==> src/rtl/lane_arbiter.sv <==
// lane_arbiter: sequencer for the single-lane entrance/exit barrier pair.
// Grants one barrier at a time (round-robin on ties, entrance refused while
// the lot is full), closes it on passage or timeout, then holds both barriers
// closed for a guard interval before the next grant.
//
// Handshake note: there is no valid/ready pair here. req_in/req_out are
// levels sampled only in IDLE; enter/exit are one-cycle pulses sampled only
// in the matching OPEN state. All outputs come straight from flops.
module lane_arbiter #(
  parameter int TIMEOUT = 1000,
  parameter int GUARD   = 4
) (
  input  logic       clk,
  input  logic       reset,
  input  logic       req_in,
  input  logic       req_out,
  input  logic       full,
  input  logic       enter,
  input  logic       exit,
  output logic       gate_in,
  output logic       gate_out,
  output logic       deny,
  output logic       timeout,
  output logic       busy,
  output logic [1:0] fsm_state
);

  localparam int MAXV = (TIMEOUT > GUARD) ? TIMEOUT : GUARD;
  localparam int TW   = $clog2(MAXV + 1);

  localparam logic [TW-1:0] TO_LAST    = TW'(TIMEOUT - 1);
  localparam logic [TW-1:0] GUARD_LAST = TW'(GUARD - 1);
  localparam logic [TW-1:0] TMAX       = TW'(MAXV);

  localparam logic [1:0] IDLE     = 2'd0;
  localparam logic [1:0] OPEN_IN  = 2'd1;
  localparam logic [1:0] OPEN_OUT = 2'd2;
  localparam logic [1:0] CLOSE    = 2'd3;

  // last-granted direction: 0 = entrance, 1 = exit
  localparam logic DIR_IN  = 1'b0;
  localparam logic DIR_OUT = 1'b1;

  logic [1:0]    state, state_nx;
  logic [TW-1:0] timer, timer_nx, timer_inc;
  logic          last, last_nx;
  logic          timeout_nx;
  logic          elig_in;

  // Entrance requests are only eligible while the lot has room
  assign elig_in   = req_in & ~full;
  // Saturating increment so the timer can never wrap
  assign timer_inc = (timer == TMAX) ? timer : timer + TW'(1);
  assign fsm_state = state;

  // Next-state, timer, round-robin pointer and timeout-pulse decisions
  always_comb begin
    state_nx   = state;
    timer_nx   = timer;
    last_nx    = last;
    timeout_nx = 1'b0;
    case (state)
      IDLE: begin
        if (elig_in && req_out) begin
          // Tie: serve the direction opposite the one granted last
          if (last == DIR_OUT) begin
            state_nx = OPEN_IN;
            last_nx  = DIR_IN;
          end else begin
            state_nx = OPEN_OUT;
            last_nx  = DIR_OUT;
          end
          timer_nx = '0;
        end else if (elig_in) begin
          state_nx = OPEN_IN;
          last_nx  = DIR_IN;
          timer_nx = '0;
        end else if (req_out) begin
          state_nx = OPEN_OUT;
          last_nx  = DIR_OUT;
          timer_nx = '0;
        end
      end
      OPEN_IN: begin
        // A passage on the same edge as expiry wins: no timeout pulse
        if (enter) begin
          state_nx = CLOSE;
          timer_nx = '0;
        end else if (timer == TO_LAST) begin
          state_nx   = CLOSE;
          timer_nx   = '0;
          timeout_nx = 1'b1;
        end else begin
          timer_nx = timer_inc;
        end
      end
      OPEN_OUT: begin
        if (exit) begin
          state_nx = CLOSE;
          timer_nx = '0;
        end else if (timer == TO_LAST) begin
          state_nx   = CLOSE;
          timer_nx   = '0;
          timeout_nx = 1'b1;
        end else begin
          timer_nx = timer_inc;
        end
      end
      default: begin
        // CLOSE: both barriers shut for GUARD cycles, requests not evaluated
        if (timer == GUARD_LAST) begin
          state_nx = IDLE;
          timer_nx = '0;
        end else begin
          timer_nx = timer_inc;
        end
      end
    endcase
  end

  // State register and registered outputs derived from the next state
  always_ff @(posedge clk or negedge reset) begin
    if (!reset) begin
      state    <= IDLE;
      timer    <= '0;
      last     <= DIR_OUT;
      gate_in  <= 1'b0;
      gate_out <= 1'b0;
      busy     <= 1'b0;
      timeout  <= 1'b0;
      deny     <= 1'b0;
    end else begin
      state    <= state_nx;
      timer    <= timer_nx;
      last     <= last_nx;
      gate_in  <= (state_nx == OPEN_IN);
      gate_out <= (state_nx == OPEN_OUT);
      busy     <= (state_nx != IDLE);
      timeout  <= timeout_nx;
      deny     <= req_in & full;
    end
  end

endmodule

==> config.mk <==
export PLATFORM = sky130hd
export DESIGN_NAME = lane_arbiter
export DESIGN_NICKNAME = d
export VERILOG_FILES = /design/src/rtl/lane_arbiter.sv
export SDC_FILE = /design/constraint.sdc
export NUM_CORES = 1
export LEC_CHECK = 0
export CAP_MARGIN = 20
export CORE_AREA = 5 5 53 55
export DETAILED_ROUTE_END_ITERATION = 6
export DIE_AREA = 0 0 58 60
export PLACE_DENSITY_LB_ADDON = 0.3
export SETUP_SLACK_MARGIN = 0.02
export SYNTH_ARGS = -nofsm -noshare
export SYNTH_HDL_FRONTEND = slang
export SYNTH_SLANG_ARGS = --single-unit
==> constraint.sdc <==
create_clock -name clk -period 5.3 [get_ports clk]
set_input_delay 1.06 -clock clk [delete_from_list [all_inputs] [get_ports clk]]
set_output_delay 1.06 -clock clk [all_outputs]
set_load 0.01 [all_outputs]
# After elaboration in Yosys (flattened, before gate mapping)
# Cells that the tools add are included.
# W data, S select, Z words.
# totals
ff_bits	18
inputBits	7
out_inout_bits	7
wordCells	51
# classes
n_addsub	1
n_eq_ne	8
mux	26
n_bitwise	3
reduce_logical	5
# ops
cell	n
$mux W10	8
$pmux W10 S3	1
$eq A10 B10 Y1 const B	2
$mux W2	8
$add A10 B1 Y10 const B	1
$eq A10 B2 Y1 const B	1
$mux W1	7
$pmux W2 S3	1
$eq A2 B1 Y1 const B	2
$eq A2 B2 Y1 const B	2
$ne A4 B4 Y1 const B	1
$reduce_bool A3 Y1	1
$and A1 B1 Y1	2
$logic_not A2 Y1	1
$pmux W1 S2	1
$reduce_and A2 Y1	1
$reduce_bool A2 Y1	1
$logic_and A1 B1 Y1	1
$not A1 Y1	1

# Depth between registers and ports, before layout
# logic_depth
ltp_word	6
ltp_mapped	7
mapped_depth_nobuf	7

# Least setup slack after synthesis
# Ideal clock, no wire load.
# synth_path
path_kind	input -> register
from	in enter
to	reg timer[0]
setup_ns	0.077
arrival_time_ns	2.067
t_required_ns	5.223
setup_slack_ns	3.157
path_stages	5
n_path_buf	0
path_cell_list	nor2b_1 o21ai_0 o21ba_4 or4_1 o21ai_1
# synth_via
elab_chain_cells	2
# synth_rtl
element	line	source
start, declared	18	input logic enter,
$mux W10	86	if (enter) begin
$pmux W10 S3	62	case (state)
end signal, assigned	134	timer <= timer_nx;
end, declared	45	logic [TW-1:0] timer, timer_nx, timer_inc;
# Every way passes these cells.
# A chain may end at the register's enable or synchronous reset.

# Worst setup path after layout
# layout_path
from	in req_in
to	reg timer[9]
# layout_via
elab_chain_cells	4
# layout_rtl
element	line	source
start, declared	15	input logic req_in,
$and A1 B1 Y1 *	51	assign elig_in = req_in & ~full;
$mux W10 / $logic_and A1 B1 Y1 (equally long branches)	74, 64	
$mux W10	64	if (elig_in && req_out) begin
$pmux W10 S3	62	
# Every way passes the cells marked *; elsewhere a longest branch is shown, timed or not.

==> metrics.md <==
| Metric | Value |
|---|---|
| Status | `finished clean` |
| CP endpoint kind | `flip-flop` |
| CTS tree | `done` |
| Clk_lat worst skew | `0.29 ns` |
| I/O pin cnt | `14` |
| R2R depth | `5` |
| Cell variety after synth | `43` |
| CTS Buffer Depth | `2` |
| Min-Delay Path Class | `reg -> reg` |
| Initial antenna violation count | `0` |
| Startpoint Class | `input pin` |
| Reg power frac | `35.1%` |
| Post-DP Area | `1310 µm²` |
| Syn nets | `135` |
| Fin. max-slew vios | `0` |
| # diodes | `0` |
| CTS-repair resized insts | `0` |
| GRT Total Usage | `14.7%` |
| TritonCTS Buffers | `3` |
| Switching share of power | `39.8%` |
| Via count | `966` |
| Setup-violating endpoint count in the final report | `0` |
| Max IR drop VDD | `0.208 mV` |
| First-pass GRT wire length | `3910 µm` |
| I/O Buffers | `13` |
| Pwr dens | `433 nW/µm²` |
| Proportion of layout cells with a drive suffix above 1 | `10.3%` |
| WL per Instance | `14.4 µm` |
| CP required | `5.47 ns` |
| Setup TNS | `0 ns` |
| PnR Total Power | `0.582 mW` |
| Arrival time at the worst endpoint | `2.85 ns` |
| Sequential-to-total area share from yosys stat | `39.3%` |
| Nets@finish | `151` |
| Clk slew on worst S/H paths | `0.11 ns` |
| DIE HEIGHT | `60 µm` |
| Critical path class | `in -> reg` |
| WHS Path Cells | `1` |
| Gpl congestion | `0.828` |
| Max Cap Viol | `0` |
| Tmin final | `2.68 ns` |
| Clk root buf | `clkbuf_4` |
| Final hold viol count | `0` |
| Antenna viol nets, final | `0` |
| # rows | `18` |
| Worst slew pin tran | `0.956 ns` |
| Lkg Pwr | `0.555 nW` |
| Core box area | `2340 µm²` |
| Htree depth | `1` |
| Final wirelength | `2400 µm` |
| Power share of the clock group | `14.7%` |
| Initial drt markers | `33` |
| Synth warn | `0` |
| Number of global-route vias before repair | `848` |
| Dpl hpwl | `1810 µm` |
| Die area | `3480 µm²` |
| Int Pwr | `0.350 mW` |
| Area grow syn2layout | `17.0%` |
| Mapped cell area | `1150 µm²` |
| Die W | `58 µm` |
| Fmax achieved | `373 MHz` |
| Slew Limit Headroom | `36.0%` |
| Via density | `5.82` |
| Final period util | `50.6%` |
| Psw | `0.231 mW` |
| Starting Density | `49.0%` |
| DRC viols | `0` |
| CP Max Fanout | `16` |
| Clock Sinks | `18` |
| Hold Slack | `0.573 ns` |
| Gate Count Post-Synth | `121` |
| Design area | `1340 µm²` |
| Syn Area/Cell | `9.49 µm²` |
| Post-CTS Setup Bufs | `0` |
| DRT Pass-1 Iters | `4` |
| Setup Skew | `0.00734 ns` |
| Gr ovfl total | `0` |
| Hold-fix buffers, CTS | `0` |
| Unrepaired setup endpoints after global routing | `false` |
| Largest net degree at the start of global routing | `19` |
| Synthesis-stage register bit count | `18` |
| Comb pwr share | `50.2%` |
## per-stage QoR
stage | utilization (%) | setup WS, ns | std cells
after floorplan | - | 3.16 | 121
after global placement | 55.8 | 2.47 | 162
after detailed placement | 55.8 | 2.35 | 162
after CTS | 57.4 | 2.68 | 166
after global routing | 57.4 | 2.62 | 166
final | 57.4 | 2.62 | 166
## worst paths after layout
path	start	end	slack (ns)
worst max-delay path	req_in	timer[9]$_DFFE_PN0P_	2.62
worst min-delay path	last$_DFFE_PN1P_	last$_DFFE_PN1P_	0.57
worst max register to register	fsm_state[0]$_DFF_PN0_	timer[9]$_DFFE_PN0P_	3.08
worst min register to register	last$_DFFE_PN1P_	last$_DFFE_PN1P_	0.57
max in group asynchronous	reset	gate_out$_DFF_PN0_	3.57
min in group asynchronous	reset	timer[1]$_DFFE_PN0P_	1.23
## cell type report
type                            instances  area (µm²)
Fill cell                             222         998
Multi-Input combinational cell         95         666
Sequential cell                        18         452
Timing Repair Buffer                   13         130
Tap cell                               30        37.5
Clock buffer                            4        36.3
Inverter                                6        22.5
## cells in the final DEF, fill, tap and decap left out, drive strengths merged, types with 3 or more instances in the layout
cell | Yosys | routed
clkdlybuf4s50 | 0 | 13
nand2 | 14 | 14
clkbuf | 1 | 4
nor3 | 3 | 3
nand2b | 3 | 3
nand3 | 6 | 6
o21bai | 3 | 3
nand3b | 3 | 3
o21ai | 9 | 9
nor2b | 6 | 6
dfrtp | 17 | 17
nor2 | 9 | 9
a21oi | 5 | 5
inv | 6 | 6
ha | 7 | 7
## power groups by stage
stage | clock network, mW | logic (mW) | registers [mW]
CTS | 0.0891 | 0.294 | 0.204
floorplan | 0 | 0.202 | 0.206
global route | 0.0957 | 0.326 | 0.210
global placement | 0 | 0.283 | 0.205
finish | 0.0855 | 0.292 | 0.204
detailed placement | 0 | 0.293 | 0.207
## routing by layer
metal  vias to the layer above  global-route usage (%)  routed length [µm]
li1                        469                       -                   -
met1                       465                    18.4                1060
met2                        30                    25.2                1170
met3                         2                    2.59                 148
met4                         0                    5.96                  23
met5                         -                       0                   0
## worst max-delay path, cell delays in order
cell and delay [ns]:
clkdlybuf4s50_1 0.43, nor2b_1 0.16, nor3b_2 0.77, nand2b_2 0.31
o311ai_1 0.11
## registers in the layout (all words and copies together), names as in the netlist
name / cells
timer: 10
fsm_state: 2
busy: 1
deny: 1
gate_in: 1
gate_out: 1
last: 1
timeout: 1
## kinds of logic (layout without fill, tap and decap cells)
kind of cell             count (synthesis)  after routing  synth area share (%)
AND/OR/NAND/NOR                         55             55                  27.5
AO/OA/AOI/OAI                           31             31                  21.1
flip-flops                              18             18                  39.3
buffers and inverters                    8             23                  2.72
adder cells (fa/ha/maj)                  7              7                  7.62
multiplexers                             2              2                  1.74
## synth_stat cells, drive strengths merged
| master | n | area (µm²) |
|---|---|---|
| a32oi | 1 | 8.76 |
| ha | 7 | 87.6 |
| o31ai | 1 | 7.51 |
| a41oi | 1 | 8.76 |
| nor3 | 3 | 20.0 |
| o21ai | 9 | 45.0 |
| nor2b | 6 | 37.5 |
| dfstp | 1 | 26.3 |
| nand4b | 1 | 8.76 |
| inv | 6 | 22.5 |
| a31oi | 1 | 21.3 |
| or4 | 1 | 7.51 |
| o2bb2ai | 2 | 17.5 |
| a21oi | 5 | 25.0 |
| o21bai | 3 | 26.3 |
| o22a | 1 | 8.76 |
| nor4 | 2 | 27.5 |
| nor3b | 1 | 12.5 |
| nand2b | 3 | 21.3 |
| o21ba | 1 | 16.3 |
| and2 | 1 | 6.26 |
| o22ai | 1 | 6.26 |
| nand3 | 6 | 30.0 |
| or3 | 2 | 12.5 |
| nand3b | 3 | 22.5 |
| clkbuf | 1 | 3.75 |
| buf | 1 | 5.00 |
| mux2i | 2 | 20.0 |
| nor2 | 9 | 33.8 |
| o311ai | 2 | 17.5 |
| o211a | 1 | 10.0 |
| a22o | 1 | 8.76 |
| nor4b | 1 | 8.76 |
| nand2 | 14 | 52.6 |
| and3 | 2 | 13.8 |
| dfrtp | 17 | 425 |
| a2111oi | 1 | 15.0 |
Note: power is estimated with default switching activity, not from simulation.
